`src/rtl/gtwizard_reset_pkg.sv`:
```
// ============================================================================
// Module      : gtwizard_reset_pkg
// Description : Shared state encodings, constants and counter sizing helper
//               for the common PLL reset sequencer.
// Revision    : 1.0 - initial release
// ============================================================================
`default_nettype none

package gtwizard_reset_pkg;

    localparam int c_STATE_W = 3;

    localparam logic [c_STATE_W-1:0] c_INIT_WAIT    = 3'd0;
    localparam logic [c_STATE_W-1:0] c_ASSERT_RESET = 3'd1;
    localparam logic [c_STATE_W-1:0] c_WAIT_LOCK    = 3'd2;
    localparam logic [c_STATE_W-1:0] c_READY        = 3'd3;
    localparam logic [c_STATE_W-1:0] c_FAIL         = 3'd4;

    localparam int c_BLANK_CYCLES = 2;
    localparam int c_SYNC_STAGES  = 2;
    localparam int c_RETRY_W      = 4;
    localparam int c_RETRY_MAX    = 15;

    // Bits needed to hold values 0..max_val (never less than one bit).
    function automatic int cnt_width(input int max_val);
        return (max_val < 1) ? 1 : $clog2(max_val + 1);
    endfunction

endpackage

`default_nettype wire

```
`src/rtl/gtwizard_lock_sync.sv`:
```
// ============================================================================
// Module      : gtwizard_lock_sync
// Description : Two-flop synchroniser for a vector of independent PLL lock
//               indicators. Used only when LOCK_SYNC_EN is defined.
// Revision    : 1.0 - initial release
// ============================================================================
`default_nettype none

module gtwizard_lock_sync #(
    parameter int WIDTH = 1
) (
    input  logic             clk,
    input  logic             rst,
    input  logic [WIDTH-1:0] i_async,
    output logic [WIDTH-1:0] o_sync
);

    logic [WIDTH-1:0] r_meta = '0;
    logic [WIDTH-1:0] r_sync = '0;

    always_ff @(posedge clk) begin
        if (rst) begin
            r_meta <= '0;
            r_sync <= '0;
        end else begin
            r_meta <= i_async;
            r_sync <= r_meta;
        end
    end

    assign o_sync = r_sync;

endmodule

`default_nettype wire

```
`src/rtl/gtwizard_common_reset_seq.sv`:
```
// ============================================================================
// Module      : gtwizard_common_reset_seq
// Description : Post-configuration reset and lock-retry sequencer for the
//               common PLLs. Define LOCK_SYNC_EN to synchronise PLL_LOCK.
// Revision    : 1.0 - initial release
// ============================================================================
`default_nettype none

module gtwizard_common_reset_seq
    import gtwizard_reset_pkg::*;
#(
    parameter int STABLE_CLOCK_PERIOD = 8,
    parameter int NUM_PLL             = 2,
    parameter int STARTUP_DELAY       = 500,
    parameter int RESET_PULSE_CYCLES  = 4,
    parameter int LOCK_TIMEOUT_CYCLES = 1000,
    parameter int MAX_RETRIES         = 3
) (
    input  logic               STABLE_CLOCK,
    input  logic               SOFT_RESET_N,
    input  logic [NUM_PLL-1:0] PLL_LOCK,
    output logic [NUM_PLL-1:0] COMMON_RESET,
    output logic               PLL_READY,
    output logic               RESET_FAIL,
    output logic [3:0]         RETRY_COUNT
);

    localparam int c_WAIT_MAX = STARTUP_DELAY / STABLE_CLOCK_PERIOD + 10;
    localparam int c_WAIT_W   = cnt_width(c_WAIT_MAX);

`ifdef LOCK_SYNC_EN
    localparam int c_LOCK_LAT = c_SYNC_STAGES;
`else
    localparam int c_LOCK_LAT = 0;
`endif

    // Lock is accepted from the entry clock plus BLANK-1 clocks onward; any
    // synchroniser depth extends the window so stale pre-pulse lock is flushed.
    localparam int c_HOLDOFF   = c_BLANK_CYCLES - 1 + c_LOCK_LAT;
    localparam int c_PHASE_MAX = (RESET_PULSE_CYCLES > LOCK_TIMEOUT_CYCLES)
                                 ? ((RESET_PULSE_CYCLES > c_HOLDOFF) ? RESET_PULSE_CYCLES : c_HOLDOFF)
                                 : ((LOCK_TIMEOUT_CYCLES > c_HOLDOFF) ? LOCK_TIMEOUT_CYCLES : c_HOLDOFF);
    localparam int c_PHASE_W   = cnt_width(c_PHASE_MAX);

    localparam logic [c_WAIT_W-1:0]  c_WAIT_END    = c_WAIT_W'(c_WAIT_MAX);
    localparam logic [c_PHASE_W-1:0] c_PULSE_END   = c_PHASE_W'(RESET_PULSE_CYCLES - 1);
    localparam logic [c_PHASE_W-1:0] c_TIMEOUT_END = c_PHASE_W'(LOCK_TIMEOUT_CYCLES - 1);
    localparam logic [c_PHASE_W-1:0] c_HOLDOFF_V   = c_PHASE_W'(c_HOLDOFF);
    localparam logic [c_RETRY_W-1:0] c_RETRY_LIMIT = c_RETRY_W'(MAX_RETRIES);
    localparam logic [c_RETRY_W-1:0] c_RETRY_SAT   = c_RETRY_W'(c_RETRY_MAX);

    logic [c_STATE_W-1:0] r_state        = c_INIT_WAIT;
    logic [c_WAIT_W-1:0]  r_wait_cnt     = '0;
    logic [c_PHASE_W-1:0] r_phase_cnt    = '0;
    logic [c_RETRY_W-1:0] r_retry_cnt    = '0;
    logic                 r_common_reset = 1'b0;
    logic                 r_pll_ready    = 1'b0;
    logic                 r_reset_fail   = 1'b0;

    logic [c_STATE_W-1:0] w_state_nxt;
    logic [c_WAIT_W-1:0]  w_wait_cnt_nxt;
    logic [c_PHASE_W-1:0] w_phase_cnt_nxt;
    logic [c_RETRY_W-1:0] w_retry_cnt_nxt;
    logic [c_RETRY_W-1:0] w_retry_inc;
    logic                 w_common_reset_nxt;
    logic                 w_pll_ready_nxt;
    logic                 w_reset_fail_nxt;
    logic [NUM_PLL-1:0]   w_lock_sync;
    logic                 w_lock_all;
    logic                 w_holdoff_done;

`ifdef LOCK_SYNC_EN
    gtwizard_lock_sync #(
        .WIDTH   (NUM_PLL)
    ) u_lock_sync (
        .clk     (STABLE_CLOCK),
        .rst     (~SOFT_RESET_N),
        .i_async (PLL_LOCK),
        .o_sync  (w_lock_sync)
    );
`else
    assign w_lock_sync = PLL_LOCK;
`endif

    assign w_lock_all     = &w_lock_sync;
    assign w_holdoff_done = (r_phase_cnt >= c_HOLDOFF_V);
    assign w_retry_inc    = (r_retry_cnt == c_RETRY_SAT) ? r_retry_cnt
                                                         : r_retry_cnt + c_RETRY_W'(1);

    always_ff @(posedge STABLE_CLOCK) begin
        if (!SOFT_RESET_N) begin
            r_state        <= c_INIT_WAIT;
            r_wait_cnt     <= '0;
            r_phase_cnt    <= '0;
            r_retry_cnt    <= '0;
            r_common_reset <= 1'b0;
            r_pll_ready    <= 1'b0;
            r_reset_fail   <= 1'b0;
        end else begin
            r_state        <= w_state_nxt;
            r_wait_cnt     <= w_wait_cnt_nxt;
            r_phase_cnt    <= w_phase_cnt_nxt;
            r_retry_cnt    <= w_retry_cnt_nxt;
            r_common_reset <= w_common_reset_nxt;
            r_pll_ready    <= w_pll_ready_nxt;
            r_reset_fail   <= w_reset_fail_nxt;
        end
    end

    // Phase counter restarts at zero on every state change.
    always_comb begin
        w_state_nxt     = r_state;
        w_wait_cnt_nxt  = r_wait_cnt;
        w_phase_cnt_nxt = '0;
        w_retry_cnt_nxt = r_retry_cnt;
        case (r_state)
            c_INIT_WAIT: begin
                if (r_wait_cnt == c_WAIT_END) begin
                    w_state_nxt = c_ASSERT_RESET;
                end else begin
                    w_wait_cnt_nxt = r_wait_cnt + c_WAIT_W'(1);
                end
            end
            c_ASSERT_RESET: begin
                if (r_phase_cnt == c_PULSE_END) begin
                    w_state_nxt = c_WAIT_LOCK;
                end else begin
                    w_phase_cnt_nxt = r_phase_cnt + c_PHASE_W'(1);
                end
            end
            c_WAIT_LOCK: begin
                if (w_holdoff_done && w_lock_all) begin
                    w_state_nxt     = c_READY;
                    w_retry_cnt_nxt = '0;
                end else if (r_phase_cnt == c_TIMEOUT_END) begin
                    w_retry_cnt_nxt = w_retry_inc;
                    w_state_nxt     = (w_retry_inc == c_RETRY_LIMIT) ? c_FAIL : c_ASSERT_RESET;
                end else begin
                    w_phase_cnt_nxt = r_phase_cnt + c_PHASE_W'(1);
                end
            end
            c_READY: begin
                if (!w_lock_all) begin
                    w_state_nxt = c_ASSERT_RESET;
                end
            end
            c_FAIL: begin
                w_state_nxt = c_FAIL;
            end
            default: begin
                w_state_nxt = c_INIT_WAIT;
            end
        endcase
    end

    // Outputs decode the next state so they change on the entry clock.
    always_comb begin
        w_common_reset_nxt = (w_state_nxt == c_ASSERT_RESET) || (w_state_nxt == c_FAIL);
        w_pll_ready_nxt    = (w_state_nxt == c_READY);
        w_reset_fail_nxt   = (w_state_nxt == c_FAIL);
    end

    assign COMMON_RESET = {NUM_PLL{r_common_reset}};
    assign PLL_READY    = r_pll_ready;
    assign RESET_FAIL   = r_reset_fail;
    assign RETRY_COUNT  = r_retry_cnt;

endmodule

`default_nettype wire

```
`config.mk`:
```
export PLATFORM = sky130hd
export DESIGN_NAME = gtwizard_common_reset_seq
export DESIGN_NICKNAME = d
export VERILOG_FILES = /design/src/rtl/gtwizard_reset_pkg.sv /design/src/rtl/gtwizard_lock_sync.sv /design/src/rtl/gtwizard_common_reset_seq.sv
export SDC_FILE = /design/constraint.sdc
export NUM_CORES = 1
export LEC_CHECK = 0
export BUFFER_PORTS_ARGS = -buffer_cell sky130_fd_sc_hd__buf_2
export CORE_MARGIN = 2
export CORE_UTILIZATION = 35
export DETAILED_ROUTE_END_ITERATION = 16
export SYNTH_ARGS = -nofsm -noshare
export SYNTH_HDL_FRONTEND = slang
export SYNTH_HIERARCHICAL = 1
export SYNTH_SLANG_ARGS = --single-unit
```
`constraint.sdc`:
```
create_clock -name STABLE_CLOCK -period 2.4 [get_ports STABLE_CLOCK]
set_clock_uncertainty 0.1 [all_clocks]
set_input_delay 0.6 -clock STABLE_CLOCK [delete_from_list [all_inputs] [get_ports STABLE_CLOCK]]
set_output_delay 0.6 -clock STABLE_CLOCK [all_outputs]
set_load 0.02 [all_outputs]
```
==> Yosys cells after proc, flatten, opt, wreduce, memory -nomap -nowiden <==
Cells that the tools add are included.
{ "totals": {"ff_bits": 27, "latch_bits": 0, "mem_bits_rw": 0, "romBits": 0, "inputBits": 4, "output_inout_bits": 8, "word_cells": 45, "memories": 0} }
{ "classes": {"n_addsub": 3, "n_mul": 0, "div_mod_pow": 0, "order_cmp": 1, "n_eq_ne": 12, "shift": 0, "mux": 14, "n_bitwise": 1, "reduce_logical": 7} }
{ "op_table": {"columns": ["operator", "n"], "rows": [
  ["2-to-1 mux 10 bit", 3],
  ["case mux 10 bit (2 select lines)", 1],
  ["2-to-1 mux 3 bit", 6],
  ["case mux 3 bit (5 select lines)", 1],
  ["2-to-1 mux 4 bit", 3],
  ["adder 10 x 1 -> 10 bit, second input constant", 1],
  ["equality test 10 bit, second input constant", 1],
  ["equality test 10 x 2 -> 1 bit, second input constant", 1],
  ["greater-or-equal comparator 10 x 1 -> 1 bit, second input constant", 1],
  ["equality test 3 x 2 -> 1 bit, second input constant", 3],
  ["adder 7 x 1 -> 7 bit, second input constant", 1],
  ["equality test 7 bit, second input constant", 1],
  ["equality test 3 x 1 -> 1 bit, second input constant", 2],
  ["equality test 3 bit, second input constant", 2],
  ["AND reduction 2 bit", 3],
  ["adder 4 x 1 -> 4 bit, second input constant", 1],
  ["equality test 4 x 2 -> 1 bit, second input constant", 1],
  ["equality test 4 bit, second input constant", 1],
  ["logical NOT 3 bit", 1],
  ["nonzero test 2 bit", 1],
  ["logical AND 1 bit", 1],
  ["logical OR 1 bit", 1],
  ["inverter 1 bit", 1]
]} }

==> Depth between registers and ports, before layout <==
Gate-level depths: netlist of the first run.
{ "logic_depth": {"word_depth": 9, "ltp_mapped": 7, "mapped_depth_nobuf": 6} }

==> Worst setup path before layout of the first run <==
No wires, ideal clock.
{ "synth_timing": {"path_kind": "flip-flop to flip-flop", "from": "register r_phase_cnt[0]", "to": "register r_common_reset", "setup_ns": 0.096, "arrival_ns": 1.701, "t_required_ns": 2.204, "setup_slack_ns": 0.503, "stages_incl_launch_ff": 8, "path_buffers": 2, "period_less_slack_ns": 1.897, "path_cell_list": "dfxtp_1 -> ha_1 -> clkbuf_2 -> and4bb_2 -> and4_1 -> buf_2 -> a211oi_2 -> o41ai_2"} }
{ "synth_between": {"elab_chain_cells": 6, "elab_cells_between_ends": 11, "classes_between": "1 x order compare; 4 x eq/ne; 4 x mux; 2 x reduce/logical"} }
{ "synth_lines": {"columns": ["item", "line", "rtl"], "rows": [
  ["from (decl)", "gtwizard_common_reset_seq.sv:54", "logic [c_PHASE_W-1:0] r_phase_cnt = '0;"],
  ["from (signal assigned)", "gtwizard_common_reset_seq.sv:102", "r_phase_cnt <= w_phase_cnt_nxt;"],
  ["greater-or-equal comparator 10 x 1 -> 1 bit / equality test 10 bit (equally long branches)", "gtwizard_common_reset_seq.sv:86, gtwizard_common_reset_seq.sv:135", null],
  ["logical AND 1 bit / 2-to-1 mux 3 bit (equally long branches)", "gtwizard_common_reset_seq.sv:132, gtwizard_common_reset_seq.sv:135", null],
  ["2-to-1 mux 3 bit", "gtwizard_common_reset_seq.sv:132", "if (w_holdoff_done && w_lock_all) begin"],
  ["case mux 3 bit (5 select lines) (*)", "gtwizard_common_reset_seq.sv:116", "case (r_state)"],
  ["equality test 3 x 1 -> 1 bit / equality test 3 bit (equally long branches)", "gtwizard_common_reset_seq.sv:158", "w_common_reset_nxt = (w_state_nxt == c_ASSERT_RESET) || (w_state_nxt == c_FAIL);"],
  ["logical OR 1 bit (*)", "gtwizard_common_reset_seq.sv:158", null],
  ["to (signal assigned)", "gtwizard_common_reset_seq.sv:104", "r_common_reset <= w_common_reset_nxt;"],
  ["to (decl)", "gtwizard_common_reset_seq.sv:56", "logic r_common_reset = 1'b0;"]
]} }
Every way passes the cells marked *; elsewhere a longest branch is shown, timed or not.
A chain may end at the register's enable or synchronous reset.

==> Final worst setup path of the first run <==
{ "layout_timing": {"from": "register r_phase_cnt[0]", "to": "register r_pll_ready (netlist: PLL_READY)"} }
{ "layout_between": {"elab_chain_cells": 5, "elab_cells_between_ends": 9, "classes_between": "1 x order compare; 3 x eq/ne; 4 x mux; 1 x reduce/logical"} }
{ "layout_lines": {"columns": ["item", "line", "rtl"], "rows": [
  ["greater-or-equal comparator 10 x 1 -> 1 bit / equality test 10 bit (equally long branches)", "gtwizard_common_reset_seq.sv:86, gtwizard_common_reset_seq.sv:135", null],
  ["logical AND 1 bit / 2-to-1 mux 3 bit (equally long branches)", "gtwizard_common_reset_seq.sv:132, gtwizard_common_reset_seq.sv:135", null],
  ["2-to-1 mux 3 bit", "gtwizard_common_reset_seq.sv:132", null],
  ["case mux 3 bit (5 select lines) (*)", "gtwizard_common_reset_seq.sv:116", null],
  ["equality test 3 x 2 -> 1 bit (*)", "gtwizard_common_reset_seq.sv:159", "w_pll_ready_nxt = (w_state_nxt == c_READY);"],
  ["to (signal assigned)", "gtwizard_common_reset_seq.sv:105", "r_pll_ready <= w_pll_ready_nxt;"],
  ["to (decl)", "gtwizard_common_reset_seq.sv:57", "logic r_pll_ready = 1'b0;"]
]} }
Marked as above.

==> run_results.csv, run 1 <==
group,metric,value,unit
global_route,grtUsageTotal,13.0,%
logic_synthesis,synth-seq-cells,27,
placed_design,hpwl,2010,um
routing,wire_per_inst,12.7,um
global_route,grt_use_met2,21.8,%
logic_synthesis,async_flop_share,0,%
sta,grt_setup_unrepaired,"no",
logic_synthesis,synth.distinct_cells,46,
logic_synthesis,yosys.area_share.adder,5.20,%
pwr,p_sw,155,uW
sta,post-route-min-period,2.19,ns
logic_synthesis,syn_area_per_cell,9.02,um2
cts,htreeDepth,1,
routing,ant_nets,0,
pwr,power.density,472,nW/um2
status,status,"finished clean",
pwr,seq_power_share,61.9,%
worst_setup_path,crit_family,"simple AND/OR/NAND/NOR gates",
pwr,swShare,21.0,%
routing,avgViaCountPerCell,5.41,
floorplan,start_util,36.3,%
global_route,grtUsageMet3,1.97,%
final_layout,multi_input_area,817,um2
final_layout,ff_latch_area,541,um2
sta,finalSetupViolCount,0,
worst_setup_path,critical_path.startpoint_type,"flip-flop",
worst_setup_path,end_kind,"flip-flop",
worst_setup_path,cp_slowest_cell,"dfxtp_1",
cts,clockRootBuffer,"clkbuf_8",
logic_synthesis,yosysWarningCount,6,
placed_design,portBuffers,11,
global_route,grt_pass1_vias,1117,
cts,clk_pin_slew,0.09,ns
pwr,p_leak,0.000566,uW
global_route,grt_max_degree,24,
worst_setup_path,cpPeakStageDelay,0.47,ns
logic_synthesis,synthMuxAreaShare,0.694,%
cts,clockBufferDepth,2,
worst_setup_path,crit_chain,"ha_1 -> and4bb_2 -> and4_1 -> a211oi_2 -> a221oi_1",
final_layout,n_antenna_cell,0,
cts,hold_buffers,0,
logic_synthesis,synth-seq-area-share,37.5,%
cts,postCtsResizedCells,0,
worst_setup_path,cp.arrival,2.25,ns
global_route,antenna_found_initial,0,
floorplan,die_h,68.2,um
logic_synthesis,synth_edf_count,0,
final_layout,final_cell_mix,"27 x dfxtp_1, 13 x nor3_1, 11 x buf_2, 10 x nand2_1, 9 x inv_1",
routing,via_count,1179,
cts,clk_latency,0.27,ns
logic_synthesis,synth_area,1440,um2
sta,holdWs,0.423,ns
sta,hold_viol,0,
floorplan,coreArea,3970,um2
logic_synthesis,synth-compound-area-share,15.3,%
final_layout,fillers,407,
sta,fin_setup_tns,0,ns
sta,worstMarginPinSlew,0.479,ns
routing,dr.pass1.iters,4,
final_layout,fin_util,39.3,%
sta,drv_slew,0,
global_route,grt_overflow,0,
cts,post_cts_buffers,0,
global_route,grtUsageMet1,16.8,%
routing,wirelength,2770,um
pwr,clockPowerShare,34.1,%
pwr,ir_worst_vdd,159,uV
logic_synthesis,synth_top_family_by_area,"simple AND/OR/NAND/NOR gates",
logic_synthesis,yosys_most_used_dff,"dfxtp_1",
sta,finalCritPeriodShare,91.3,%
cts,cts_buffers,3,
worst_setup_path,worstSetupPathType,"reg -> reg",
floorplan,die_w,68.2,um
worst_setup_path,critPathMaxFanout,9,
placed_design,routabilityCongestion,0.845,
final_layout,layout_commonest_cell,"dfxtp_1",
logic_synthesis,syn-instance-count,160,
final_layout,nets,179,
worst_setup_path,cp.buffers_inverters,0,
logic_synthesis,yosys.area_share.xor_xnor,9.11,%
global_route,grt_first_pass_wirelength,4690,um
min_path,hold_class,"reg -> reg",
flow_run,cap_violations,0,
final_layout,layout-drive-gt1-share,14.3,%
logic_synthesis,mappedNetlistNets,170,
floorplan,die_area,4650,um2
final_layout,areaGrowthSynthToFinish,8.24,%
worst_setup_path,required,2.46,ns
floorplan,ios,12,
sta,clock.fmax,456,MHz
worst_setup_path,r2r_slack,0.21,ns
sta,slew_headroom,67.9,%
pwr,combPwrFrac,4.0,%
logic_synthesis,synth-simple-area-share,26.4,%
cts,cts.sinks,27,
global_route,grt-busiest-layer,"met2",
pwr,internal-power,582,uW
routing,drc,0,
routing,drt_iter0_drc,52,
cts,cts_tree,"yes",
floorplan,rows,23,
state kept, by name, summed over array words and instances, names as in the netlist:
signal	flops
PLL_READY	1
RESET_FAIL	1
RETRY_COUNT	4
r_common_reset	1
r_phase_cnt	10
r_state	3
r_wait_cnt	7
worst register-to-register path: stages (launching register included):
cell	delay [ns]
dfxtp_1	0.47
ha_1	0.33
and4bb_2	0.29
and4_1	0.40
a211oi_2	0.16
a221oi_1	0.35
metrics by stage:
step	cells	setup slack, ns	cell area [um2]	total power, uW
after global placement	214	0.353	1520	495
after floorplan	160	0.503	1440	486
after detailed placement	214	0.266	1520	496
after global routing	218	0.0113	1560	765
after CTS	218	0.235	1560	749
final	218	0.209	1560	737
cell families after synthesis:
group	Yosys count
buffers and inverters	17
XOR/XNOR	15
flip-flops	27
multiplexers	1
AO/OA/AOI/OAI	28
adder cells (fa/ha/maj)	6
AND/OR/NAND/NOR	66
power by group through the flow:
stage | logic (uW) | clock network, uW | registers (uW)
final | 29.5 | 251 | 456
after global routing | 33.2 | 275 | 457
after CTS | 29.8 | 263 | 456
after detailed placement | 29.7 | 0 | 466
after global placement | 28.7 | 0 | 466
after floorplan | 20.2 | 0 | 465
cells in the mapped netlist, types with 4 or more instances:
master | count | share of area (%)
nand2_1 | 10 | 2.6
and3_1 | 4 | 1.7
xnor2_1 | 7 | 4.2
nand3_1 | 4 | 1.4
ha_1 | 6 | 5.2
inv_1 | 9 | 2.3
nor2_1 | 8 | 2.1
nor4_1 | 4 | 1.7
a21oi_1 | 6 | 2.1
dfxtp_1 | 27 | 37
nand4_1 | 6 | 2.6
xor2_1 | 8 | 4.9
nor3_1 | 13 | 4.5
a31oi_1 | 6 | 2.6
layout make-up:
class                   count  area share, %
well taps                  50           4.01
flip-flops and latches     27           34.6
repair buffers             12           4.01
multi-input cells         116           52.3
clock buffers               4           2.88
inverters                   9           2.16
final timing paths:
check	from	endpoint	cells past startpoint
setup reg to reg	r_phase_cnt[0]$_SDFF_PN0_	PLL_READY$_SDFF_PN0_	5
hold / removal	RETRY_COUNT[0]$_SDFFE_PN0P_	RETRY_COUNT[0]$_SDFFE_PN0P_	1
hold reg to reg	RETRY_COUNT[0]$_SDFFE_PN0P_	RETRY_COUNT[0]$_SDFFE_PN0P_	1
setup / recovery	r_phase_cnt[0]$_SDFF_PN0_	PLL_READY$_SDFF_PN0_	5
metal layers:
| metal | wire [um] | vias up |
|---|---|---|
| met1 | 1360 | 554 |
| li1 | - | 603 |
| met4 | 19 | 0 |
| met2 | 1300 | 20 |
| met3 | 85 | 2 |
| met5 | 0 | - |
(Power assumes the default switching activity.)
==> inputs of run 2 (changes only) <==
CORE_MARGIN = not set   (was 2)
CORE_UTILIZATION = 58   (was 35)
PLACE_DENSITY = 0.78   (was not set)
==> run_results.csv, run 2 (synthesis gave the netlist of run 1 again) <==
group,metric,value,unit
status,status,"finished clean",
sta,slew_headroom,67.8,%
routing,wirelength,2850,um
floorplan,die_h,51.9,um
global_route,grt_first_pass_wirelength,4600,um
final_layout,areaGrowthSynthToFinish,5.29,%
worst_setup_path,required,2.57,ns
sta,worstMarginPinSlew,0.479,ns
final_layout,final_area,1520,um2
sta,setup_ws,0.256,ns
placed_design,routabilityCongestion,0.862,
global_route,grt_overflow,0,
global_route,grt_pass1_vias,1095,
pwr,p_leak,0.000557,uW
routing,drt_iter0_drc,36,
worst_setup_path,cp.arrival,2.31,ns
routing,drc,0,
final_layout,n_antenna_cell,0,
pwr,p_total,694,uW
floorplan,die_w,51.9,um
pwr,swShare,23.9,%
global_route,grtUsageTotal,23.2,%
worst_setup_path,critPathMaxFanout,9,
final_layout,fillers,199,
pwr,seq_power_share,65.8,%
cts,clk_pin_slew,0.16,ns
worst_setup_path,crit_chain,"ha_1 -> and4bb_2 -> and4_1 -> a211oi_2 -> o41ai_2",
cts,clockRootBuffer,"clkbuf_4",
cts,clockBufferDepth,2,
global_route,grt_max_degree,17,
pwr,internal-power,528,uW
global_route,antenna_found_initial,0,
placed_design,hpwl,2020,um
final_layout,largest_reg_flops,10,
floorplan,coreArea,2280,um2
sta,hold_viol,0,
final_layout,final_cell_mix,"27 x dfxtp_1, 13 x nor3_1, 11 x buf_2, 10 x nand2_1, 9 x inv_1",
cts,cts_buffers,3,
placed_design,place_ws,0.279,ns
routing,ant_nets,0,
final_layout,layout-drive-gt1-share,14.9,%
sta,drv_slew,0,
min_path,hold_class,"reg -> reg",
cts,cts.sinks,27,
sta,finalSetupViolCount,0,
placed_design,postPlaceCellArea,1490,um2
pwr,clockPowerShare,30.0,%
flow_run,cap_violations,0,
worst_setup_path,cp_slowest_cell,"dfxtp_1",
routing,avgViaCountPerCell,6.14,
final_layout,layout_commonest_cell,"dfxtp_1",
worst_setup_path,r2r_slack,0.26,ns
sta,post-route-min-period,2.14,ns
routing,dr.pass1.iters,4,
routing,via_count,1204,
routing,wire_per_inst,14.5,um
worst_setup_path,end_kind,"flip-flop",
sta,finalCritPeriodShare,89.3,%
worst_setup_path,worstSetupPathType,"reg -> reg",
pwr,ir_worst_vdd,325,uV
floorplan,start_util,63.4,%
cts,htreeDepth,1,
placed_design,portBuffers,11,
sta,clock.fmax,466,MHz
worst_setup_path,critical_path.startpoint_type,"flip-flop",
worst_setup_path,cpPeakStageDelay,0.49,ns
pwr,combPwrFrac,4.2,%
sta,fin_setup_tns,0,ns
floorplan,die_area,2690,um2
final_layout,nets,179,
final_layout,largest_register,"r_phase_cnt",
cts,post_cts_buffers,0,
pwr,power.density,457,nW/um2
cts,cts_tree,"yes",
cts,hold_buffers,0,
pwr,p_sw,166,uW
floorplan,ios,12,
cts,clk_latency,0.34,ns
sta,grt_setup_unrepaired,"no",
floorplan,rows,17,
cts,postCtsResizedCells,0,
==> run 2: cell type report <==
type                    instances  area (um2)  area share, %
multi-input cells             116         817           53.8
flip-flops and latches         27         541           35.6
repair buffers                 12        62.6           4.12
well taps                      28        35.0           2.31
inverters                       9        33.8           2.22
clock buffers                   3        22.5           1.48
clock inverters                 1        7.51          0.494
==> run 2: final timing paths <==
path	start	to	cells past startpoint
max	r_phase_cnt[0]$_SDFF_PN0_	r_common_reset$_SDFF_PN0_	5
min	r_wait_cnt[6]$_SDFFE_PN0P_	r_wait_cnt[6]$_SDFFE_PN0P_	2
max reg2reg	r_phase_cnt[0]$_SDFF_PN0_	r_common_reset$_SDFF_PN0_	5
min reg2reg	r_wait_cnt[6]$_SDFFE_PN0P_	r_wait_cnt[6]$_SDFFE_PN0P_	2
==> run 2: through the flow <==
step / hold WS [ns] / util [%] / instances
after floorplan: 0.384 / - / 160
after global placement: 0.407 / 65.4 / 192
after detailed placement: 0.419 / 65.4 / 192
after CTS: 0.448 / 66.7 / 196
after global routing: 0.452 / 66.7 / 196
final: 0.445 / 66.7 / 196
==> run 2: critical path, delay by kind of cell, from the launching register on <==
family                   cells  cell delay (ns)
AND/OR/NAND/NOR              2             0.69
AO/OA/AOI/OAI                2             0.47
adder cells (fa/ha/maj)      1             0.33
flip-flops                   1             0.49
==> run 2: power groups by stage <==
| stage | logic (uW) | clock network (uW) | registers, uW |
|---|---|---|---|
| 5_1_grt | 33.7 | 227 | 458 |
| 3_3_place_gp | 28.3 | 0 | 466 |
| 4_1_cts | 29.5 | 212 | 457 |
| 6_report | 29.4 | 208 | 457 |
| 2_1_floorplan | 20.2 | 0 | 465 |
| 3_5_place_dp | 29.1 | 0 | 466 |
==> run 2: routing by layer <==
layer | vias to the layer above | global-route usage, % | wire length [um]
met1 | 568 | 25.9 | 1300
met5 | - | 0 | 0
met4 | 0 | 11.7 | 56
li1 | 605 | - | -
met2 | 24 | 41.0 | 1390
met3 | 7 | 4.68 | 103
==> inputs of run 3 (changes only) <==
--- a/config.mk
+++ b/config.mk
@@ -7,7 +7,7 @@
 export LEC_CHECK = 0
 export BUFFER_PORTS_ARGS = -buffer_cell sky130_fd_sc_hd__buf_2
-export CORE_UTILIZATION = 58
+export CORE_UTILIZATION = 52
 export DETAILED_ROUTE_END_ITERATION = 16
-export PLACE_DENSITY = 0.78
+export PLACE_DENSITY = 0.74
 export SYNTH_ARGS = -nofsm -noshare
 export SYNTH_HDL_FRONTEND = slang
==> constraint.sdc (replaced) <==
create_clock -name STABLE_CLOCK -period 1.9 [get_ports STABLE_CLOCK]
set_clock_uncertainty 0.1 [all_clocks]
set_input_delay 0.285 -clock STABLE_CLOCK [delete_from_list [all_inputs] [get_ports STABLE_CLOCK]]
set_output_delay 0.285 -clock STABLE_CLOCK [all_outputs]
set_load 0.02 [all_outputs]
==> run_results.csv, run 3 (synthesis gave the netlist of run 1 again) <==
group,metric,value,unit
final_layout,largest_register,"r_phase_cnt",
sta,clock.fmax,541,MHz
global_route,grtUsageTotal,21.7,%
placed_design,routabilityCongestion,0.778,
cts,cts_tree,"yes",
routing,route.met2.wl,1410,um
final_layout,final_cell_mix,"24 x dfxtp_1, 13 x nor3_1, 11 x buf_2, 10 x nand2_1",
global_route,grt_first_pass_wirelength,4620,um
floorplan,die_area,2990,um2
sta,fin_setup_tns,0,ns
worst_setup_path,end_kind,"flip-flop",
sta,finalSetupViolCount,0,
routing,via_count,1224,
routing,ant_nets,0,
sta,slew_headroom,68.5,%
sta,hold_viol,0,
routing,top_layer,"met4",
worst_setup_path,cp.buffers_inverters,0,
worst_setup_path,crit_family,"compound AO/OA/AOI/OAI gates",
final_layout,nets,187,
cts,clk_pin_slew,0.15,ns
pwr,power.density,549,nW/um2
floorplan,ios,12,
routing,wl_met1,1320,um
final_layout,areaGrowthSynthToFinish,10.3,%
placed_design,postPlaceCellArea,1550,um2
routing,drc,0,
pwr,ir_worst_vdd,631,uV
floorplan,die_h,54.7,um
final_layout,n_antenna_cell,0,
worst_setup_path,cp_slowest_cell,"or4b_4",
sta,setup_ws,0.0528,ns
routing,avgViaCountPerCell,5.94,
worst_setup_path,cp.arrival,2.00,ns
final_layout,multi_input_area,823,um2
final_layout,layout_commonest_cell,"dfxtp_1",
sta,finalCritPeriodShare,97.2,%
floorplan,rows,18,
min_path,hold_class,"in -> reg",
sta,drv_slew,0,
worst_setup_path,required,2.05,ns
sta,grt_setup_unrepaired,"yes",
floorplan,coreArea,2540,um2
cts,cts_buffers,3,
final_layout,final_area,1590,um2
routing,dr.pass1.iters,4,
final_layout,fillers,222,
flow_run,cap_violations,0,
sta,worstMarginPinSlew,0.470,ns
worst_setup_path,critPathMaxFanout,4,
worst_setup_path,worstSetupPathType,"reg -> reg",
final_layout,fin_util,62.5,%
placed_design,portBuffers,11,
final_layout,ff_latch_area,544,um2
status,status,"finished clean",
cts,clockBufferDepth,2,
placed_design,place_ws,0.0798,ns
cts,htreeDepth,1,
sta,holdWs,0.156,ns
pwr,p_leak,0.000602,uW
floorplan,start_util,56.7,%
global_route,grt_overflow,0,
cts,clockRootBuffer,"clkbuf_4",
routing,wire_per_inst,13.9,um
final_layout,layout-drive-gt1-share,21.0,%
global_route,grt_pass1_vias,1093,
worst_setup_path,critical_path.startpoint_type,"flip-flop",
global_route,antenna_found_initial,0,
final_layout,largest_reg_flops,10,
worst_setup_path,crit_chain,"or4b_4 -> o32ai_2 -> a211oi_2 -> o41ai_2",
placed_design,hpwl,2130,um
sta,post-route-min-period,1.85,ns
cts,post_cts_buffers,0,
cts,clk_latency,0.34,ns
global_route,grt_max_degree,24,
worst_setup_path,cpPeakStageDelay,0.50,ns
routing,drt_iter0_drc,30,
routing,wirelength,2860,um
routing,dr_wl_met3,99,um
floorplan,die_w,54.7,um
cts,cts.sinks,27,
[run 3: cell types whose count changed in the layout (fill, tap and decap cells not counted), sizes merged]
cell | previous run | this run
buf | 12 | 20
[run 3: tightest hold or removal path: cells and delay by family]
family          cells  cell delay (ns)
simple gates        1             0.07
buf+inv             1             0.14
compound gates      1             0.06
[run 3: path summary, 6_finish.rpt]
kind / from / to / slack (ns) / cells after the start
setup / recovery: r_wait_cnt[3]$_SDFFE_PN0P_ / r_common_reset$_SDFF_PN0_ / 0.05 / 4
hold reg to reg: r_wait_cnt[6]$_SDFFE_PN0P_ / r_wait_cnt[6]$_SDFFE_PN0P_ / 0.45 / 2
setup reg to reg: r_wait_cnt[3]$_SDFFE_PN0P_ / r_common_reset$_SDFF_PN0_ / 0.05 / 4
hold / removal: SOFT_RESET_N / RETRY_COUNT[3]$_SDFFE_PN0P_ / 0.16 / 3
[run 3: area by class of cell]
cell class / count / share of cell area, %
multi-input combinational: 116 / 51.7
sequential: 27 / 34.2
timing repair buffer: 20 / 7.70
tap: 30 / 2.36
inverter: 9 / 2.12
clock buffer: 3 / 1.42
clock inverter: 1 / 0.472
[run 3: power breakdown]
group	total (uW)	internal [uW]	switching, uW
Combinational	37.8	14.0	23.8
Clock	260	80.8	179
Sequential	576	572	4.44
[run 3: timing repair]
action | CTS | global route
setup endpoints to repair | 0 | 16
resized for setup | 0 | 4
hold buffers | 0 | 0
[run 3: metal layers]
| metal | track usage (%) | vias up |
|---|---|---|
| met2 | 37.8 | 19 |
| met5 | 0 | - |
| met1 | 26.1 | 581 |
| li1 | - | 620 |
| met3 | 5.83 | 4 |
| met4 | 5.56 | 0 |
[run 3: through the flow]
| stage | total power, uW | instances |
|---|---|---|
| final | 874 | 206 |
| after global routing | 911 | 206 |
| after detailed placement | 627 | 202 |
| after floorplan | 613 | 160 |
| after global placement | 624 | 202 |
| after CTS | 881 | 206 |
